==> src/rtl/alu_pkg.sv <==
// alu_pkg: shared definitions for the ALU result path.
//   ALU_ADD..ALU_NOR : 3-bit command encodings
//   occ_t            : skid-buffer occupancy (EMPTY, ONE, FULL)
//   alu_result_t     : one captured ALU result {cmd, data, carryout, overflow, zero}
package alu_pkg;

  localparam int ALU_DATA_W = 32;

  localparam logic [2:0] ALU_ADD  = 3'd0;
  localparam logic [2:0] ALU_SUB  = 3'd1;
  localparam logic [2:0] ALU_XOR  = 3'd2;
  localparam logic [2:0] ALU_SLT  = 3'd3;
  localparam logic [2:0] ALU_AND  = 3'd4;
  localparam logic [2:0] ALU_NAND = 3'd5;
  localparam logic [2:0] ALU_OR   = 3'd6;
  localparam logic [2:0] ALU_NOR  = 3'd7;

  typedef enum logic [1:0] {
    EMPTY = 2'd0,
    ONE   = 2'd1,
    FULL  = 2'd2
  } occ_t;

  typedef struct packed {
    logic [2:0]            cmd;
    logic [ALU_DATA_W-1:0] data;
    logic                  carryout;
    logic                  overflow;
    logic                  zero;
  } alu_result_t;

endpackage

==> src/rtl/alu_result_entry.sv <==
// alu_result_entry: one load-enabled alu_result_t register.
//   clk, rst_n : clock, async active-low reset (clears to 0)
//   load       : capture d on the rising edge
//   d, q       : next / held result
module alu_result_entry
  import alu_pkg::*;
(
  input  logic        clk,
  input  logic        rst_n,
  input  logic        load,
  input  alu_result_t d,
  output alu_result_t q
);

  always_ff @(posedge clk or negedge rst_n) begin
    if (!rst_n) begin
      q <= '0;
    end else if (load) begin
      q <= d;
    end
  end

endmodule

==> src/rtl/alu_result_stage.sv <==
// alu_result_stage: registered result stage after the 32-bit ALU.
// Two-entry skid buffer (main = head, skid = overflow) behind a valid/ready
// handshake; in_ready is a pure function of the registered occupancy.
//   in_*          : ALU result + command, in_valid/in_ready handshake
//   out_*         : head result, out_valid/out_ready handshake; out_neg = data MSB
//   result_count  : number of popped results, wrapping
// Optional (macro ALU_STICKY_FLAGS_EN): sticky_clr in, sticky_overflow and
// sticky_carry out; set on a pop whose head flag is 1, set beats clear.
//
// state | meaning
// EMPTY | nothing held, out_valid=0
// ONE   | head valid in main, skid free
// FULL  | main and skid both valid, in_ready=0
module alu_result_stage
  import alu_pkg::*;
#(
  parameter int DATA_W = ALU_DATA_W,
  parameter int CNT_W  = 16
) (
  input  logic              clk,
  input  logic              rst_n,
  input  logic              in_valid,
  output logic              in_ready,
  input  logic [2:0]        in_cmd,
  input  logic [DATA_W-1:0] in_data,
  input  logic              in_carryout,
  input  logic              in_overflow,
  input  logic              in_zero,
  output logic              out_valid,
  input  logic              out_ready,
  output logic [2:0]        out_cmd,
  output logic [DATA_W-1:0] out_data,
  output logic              out_carryout,
  output logic              out_overflow,
  output logic              out_zero,
  output logic              out_neg,
`ifdef ALU_STICKY_FLAGS_EN
  input  logic              sticky_clr,
  output logic              sticky_overflow,
  output logic              sticky_carry,
`endif
  output logic [CNT_W-1:0]  result_count
);

  occ_t        occState, occNext;
  alu_result_t inEntry, mainD, mainQ, skidQ;
  logic        accept, pop, mainLoad, skidLoad, mainFromSkid;
  logic [CNT_W-1:0] resultCount;

  assign inEntry = '{cmd: in_cmd, data: in_data, carryout: in_carryout,
                     overflow: in_overflow, zero: in_zero};

  assign in_ready  = (occState != FULL);
  assign out_valid = (occState != EMPTY);
  assign accept    = in_valid & in_ready;
  assign pop       = out_valid & out_ready;

  always_ff @(posedge clk or negedge rst_n) begin
    if (!rst_n) begin
      occState <= EMPTY;
    end else begin
      occState <= occNext;
    end
  end

  always_comb begin
    occNext      = occState;
    mainLoad     = 1'b0;
    skidLoad     = 1'b0;
    mainFromSkid = 1'b0;
    unique case (occState)
      EMPTY: begin
        if (accept) begin
          occNext  = ONE;
          mainLoad = 1'b1;
        end
      end
      ONE: begin
        if (accept && pop) begin
          mainLoad = 1'b1;
        end else if (accept) begin
          occNext  = FULL;
          skidLoad = 1'b1;
        end else if (pop) begin
          occNext = EMPTY;
        end
      end
      FULL: begin
        if (pop) begin
          occNext      = ONE;
          mainLoad     = 1'b1;
          mainFromSkid = 1'b1;
        end
      end
      default: occNext = EMPTY;
    endcase
  end

  assign mainD = mainFromSkid ? skidQ : inEntry;

  alu_result_entry uMain (
    .clk   (clk),
    .rst_n (rst_n),
    .load  (mainLoad),
    .d     (mainD),
    .q     (mainQ)
  );

  alu_result_entry uSkid (
    .clk   (clk),
    .rst_n (rst_n),
    .load  (skidLoad),
    .d     (inEntry),
    .q     (skidQ)
  );

  always_ff @(posedge clk or negedge rst_n) begin
    if (!rst_n) begin
      resultCount <= '0;
    end else if (pop) begin
      resultCount <= resultCount + CNT_W'(1);
    end
  end

`ifdef ALU_STICKY_FLAGS_EN
  logic stickyOvf, stickyCarry;

  // Set is checked first so a pop with the flag wins over a same-cycle clear.
  always_ff @(posedge clk or negedge rst_n) begin
    if (!rst_n) begin
      stickyOvf   <= 1'b0;
      stickyCarry <= 1'b0;
    end else begin
      if (pop && mainQ.overflow) stickyOvf <= 1'b1;
      else if (sticky_clr)       stickyOvf <= 1'b0;
      if (pop && mainQ.carryout) stickyCarry <= 1'b1;
      else if (sticky_clr)       stickyCarry <= 1'b0;
    end
  end

  assign sticky_overflow = stickyOvf;
  assign sticky_carry    = stickyCarry;
`endif

  assign out_cmd      = mainQ.cmd;
  assign out_data     = mainQ.data;
  assign out_carryout = mainQ.carryout;
  assign out_overflow = mainQ.overflow;
  assign out_zero     = mainQ.zero;
  assign out_neg      = mainQ.data[DATA_W-1];
  assign result_count = resultCount;

endmodule

==> config.mk <==
export PLATFORM = sky130hd
export DESIGN_NAME = alu_result_stage
export DESIGN_NICKNAME = d
export VERILOG_FILES = /design/src/rtl/alu_pkg.sv /design/src/rtl/alu_result_entry.sv /design/src/rtl/alu_result_stage.sv
export SDC_FILE = /design/constraint.sdc
export NUM_CORES = 1
export LEC_CHECK = 0
export BUFFER_PORTS_ARGS = -buffer_cell sky130_fd_sc_hd__buf_2
export CAP_MARGIN = 20
export CORE_ASPECT_RATIO = 0.7
export CORE_UTILIZATION = 40
export DETAILED_ROUTE_END_ITERATION = 6
export PLACE_DENSITY_LB_ADDON = 0.05
export SLEW_MARGIN = 25
export SYNTH_ARGS = -nofsm -noshare
export SYNTH_HDL_FRONTEND = slang
export SYNTH_SLANG_ARGS = --single-unit
==> constraint.sdc <==
create_clock -name clk -period 2 [get_ports clk]
set_clock_uncertainty 0.1 [all_clocks]
set_input_delay 0.4 -clock clk [delete_from_list [all_inputs] [get_ports clk]]
set_output_delay 0.4 -clock clk [all_outputs]
set_load 0.02 [all_outputs]
==> metrics.md <==
| Metric | Value |
|---|---|
| Final net count | about 470 |
| Comb power frac | about a quarter |
| Final period utilization | about 86% |
| Share of cells above drive strength 1 | between 20 and 30% |
| Min-Delay Path Class | primary input to flip-flop |
| Slew @ Worst Pin | around 0.44 ns |
| Status | complete, no violations |
| Grt ovf | 0 |
| First DRT Iteration DRCs | 116 |
| Synth cell types | 29 |
| WP data required | ~2.1 ns |
| Final WL | about 7700 um |
| Portion of netlist area occupied by mux cells | between 20% and 30% |
| Post-synth net total | roughly 360 |
| Pint | about 4.3 mW |
| Async SR Flop Fraction | 100.0% |
| Die H | ~86 um |
| Synth warnings | 0 |
| Worst Path Arrival | 1.83 ns |
| Synth Area in Compound Gates | between 5 and 6% |
| Pleak | between 2 and 3 nW |
| RSZ-0062 raised after global routing | false |
| Met2 GRT Util | between 20% and 30% |
| DR pass1 iterations | 6 |
| Seq pwr share | a little under half |
| GPL Wtd Cong | around 0.67 |
| Placeable Area | about 0.0097 mm2 |
| Layout fillers | roughly 900 |
| Area growth, synth to finish | 26.11% |
| Worst-Skew Late Latency | roughly 0.33 ns |
| Met1 Usage GRT | 22.27% |
| Max-cap violation count | 0 |
| Worst-path clk slew | approximately 0.060 ns |
| Initial Util | roughly two fifths |
| Detail Route Antenna Nets | 0 |
| Die width | 121.4 um |
| M3 GR Usage | about 6.1% |
| Deepest clock path buffer count | 2 |
| Synth Area per Inst | around 12 um2 |
| Minimum clock period | about 1.7 ns |
| Slew headroom | a little over two thirds |
| Gr usage total | approximately 16% |
| Peak VDD IR | 0.5157 mV |
| Reg2reg start | occState[1] |
| Crit path capture type | flip-flop |
| Root Driver | clkbuf_16 |
| Fmax | 580.3 MHz |
| H-Tree Depth | 3 |
| Post-Synth XOR/XNOR Area | 3.292% |
| PortBufs | about 100 |
| DP HPWL | roughly 5200 um |
| Row cnt | 30 |
| Area of the multi-input gates | 0.001540 mm2 |
| Clock sinks | 94 |
| Largest family of logic cells by synthesized area | multiplexers |
| Hold Startpoint | in_data[6] |
| DRC | 0 |
| Die area | around 0.010 mm2 |
| Hold Vio Cnt, Final | 0 |
| Post-route setup TNS | 0 ns |
| CTS tree | done |
| Net Sw Power | 1.868 mW |
| Most frequent cells in the layout | buf_2 (97), dfrtp_1 (94), nand2_1 (44) |
| CP startpoint | occState[1] |
| Sw frac | roughly 30% |
| Initial antenna violation count | 0 |
| Post-Synth Simple-Gate Area | 8.558% |
| Netlist Area Pre-Place | between 0.003 and 0.004 mm2 |
| Via count | approximately 2,600 |
| Post-CTS Resized | 0 |
| Via density | 4.744 |
| EDFF count, synth | 0 |
| P per Cell Area | ~1200 mW/mm2 |
| Sequential area share after synthesis | approximately three fifths |
| Vias in the first global route | about 2,500 |
| Gate Count Post-Synth | about 320 |
| Ys flop type | dfrtp_1 |
| Antenna diodes | 0 |
| Clk pwr share | 30.5% |
| Crit Path Max Fanout | 19 |
| Synth Register Bits | 94 |
| CTS buffer count | 9 |
| First-pass GRT wire length | ~13,000 um |
| Reg area | 0.002352 mm2 |
| Final count of negative-setup-slack endpoints | 0 |
| Largest net degree at the start of global routing | slightly above 50 |
| Commonest non-fill, non-tap cell in the layout | buf_2 |
| Critical path class | flip-flop to flip-flop |
| Routed len/inst | around 14 um |
| Worst hold slack | roughly 0.20 ns |
| Grt peak-use layer | met2 |
| CP Launch Type | flip-flop |
| Boundary Pins | approximately 100 |
| Synth Area in Adders | less than 1% |
| Pins Over Slew Limit | 0 |
worst paths after layout:
path	depth (start not counted)	endpoint	slack (ns)
min reg2reg	2	uMain.q[2]	0.38
max	4	uSkid.q[1]	0.28
min in group asynchronous	2	uMain.q[34]	0.44
max in group asynchronous	3	uSkid.q[21]	0.81
min	2	uSkid.q[9]	0.20
max reg2reg	4	uSkid.q[1]	0.28
cells in the mapped netlist, drive strengths merged (3+ instances only):
| cell type | n | area, um2 |
|---|---|---|
| buf | 14 | 95.09 |
| nor2 | 4 | 15.01 |
| o21ai | 39 | 198.9 |
| xnor2 | 8 | 70.07 |
| mux2i | 38 | 380.4 |
| xor2 | 7 | 61.31 |
| clkbuf | 3 | 11.26 |
| nand4 | 5 | 31.28 |
| nand2 | 44 | 165.2 |
| and3 | 3 | 18.77 |
| mux2 | 38 | 427.9 |
| a21oi | 3 | 15.01 |
| dfrtp | 94 | 2352 |
| nand3 | 5 | 25.02 |
stage by stage:
stage	power (mW)	instances	setup slack (ns)	cell area (um2)	util, %
detailed placement	4.345	538	0.2093	4688	48.41
floorplan	3.773	321	0.3593	3991	-
global placement	4.298	538	0.2601	4688	48.41
finish	6.164	555	0.2767	5034	51.98
CTS	6.247	555	0.2534	5034	51.98
global route	6.524	555	0.1622	5034	51.98
final cells by class:
cell class | instances | share of cell area (%)
clock inverters | 3 | 1.293
multi-input cells | 208 | 30.60
inverters | 2 | 0.1491
clock buffers | 13 | 5.369
repair buffers | 107 | 12.68
well taps | 128 | 3.182
flip-flops and latches | 94 | 46.73
power groups by stage:
stage / registers (mW) / logic, mW / clock network [mW]
after CTS: 2.81 / 1.50 / 1.93
after global placement: 2.82 / 1.47 / 0
after detailed placement: 2.84 / 1.50 / 0
final: 2.81 / 1.48 / 1.88
after global routing: 2.89 / 1.63 / 2.01
after floorplan: 3.11 / 0.666 / 0
cell families after synthesis:
family,count (synthesis)
mux,76
flops,94
fa+ha+maj,1
simple gates,72
buf+inv,19
xor+xnor,15
compound gates,44
critical path, stage by stage, from the launching register on:
cell,delay [ns]
dfrtp_1,0.45
nor2b_2,0.26
nor2b_4,0.26
buf_12,0.19
mux2_1,0.34
sequential cells by signal, indices dropped and copies added, names as in the netlist:
signal	count
uMain.q	38
uSkid.q	38
result_count	16
occState	2
per-layer routing:
layer | part of all wire, % | vias up
li1 | - | 1320
met1 | 50 | 1242
met2 | 42 | 64
met3 | 6.6 | 7
met4 | 0.99 | 0
met5 | 0 | -
what timing repair did:
item	CTS	global route
hold endpoints to repair	30	0
setup endpoints to repair	0	0
buffers inserted	0	0
hold buffers	1	0
Note: power is estimated with default switching activity, not from simulation.
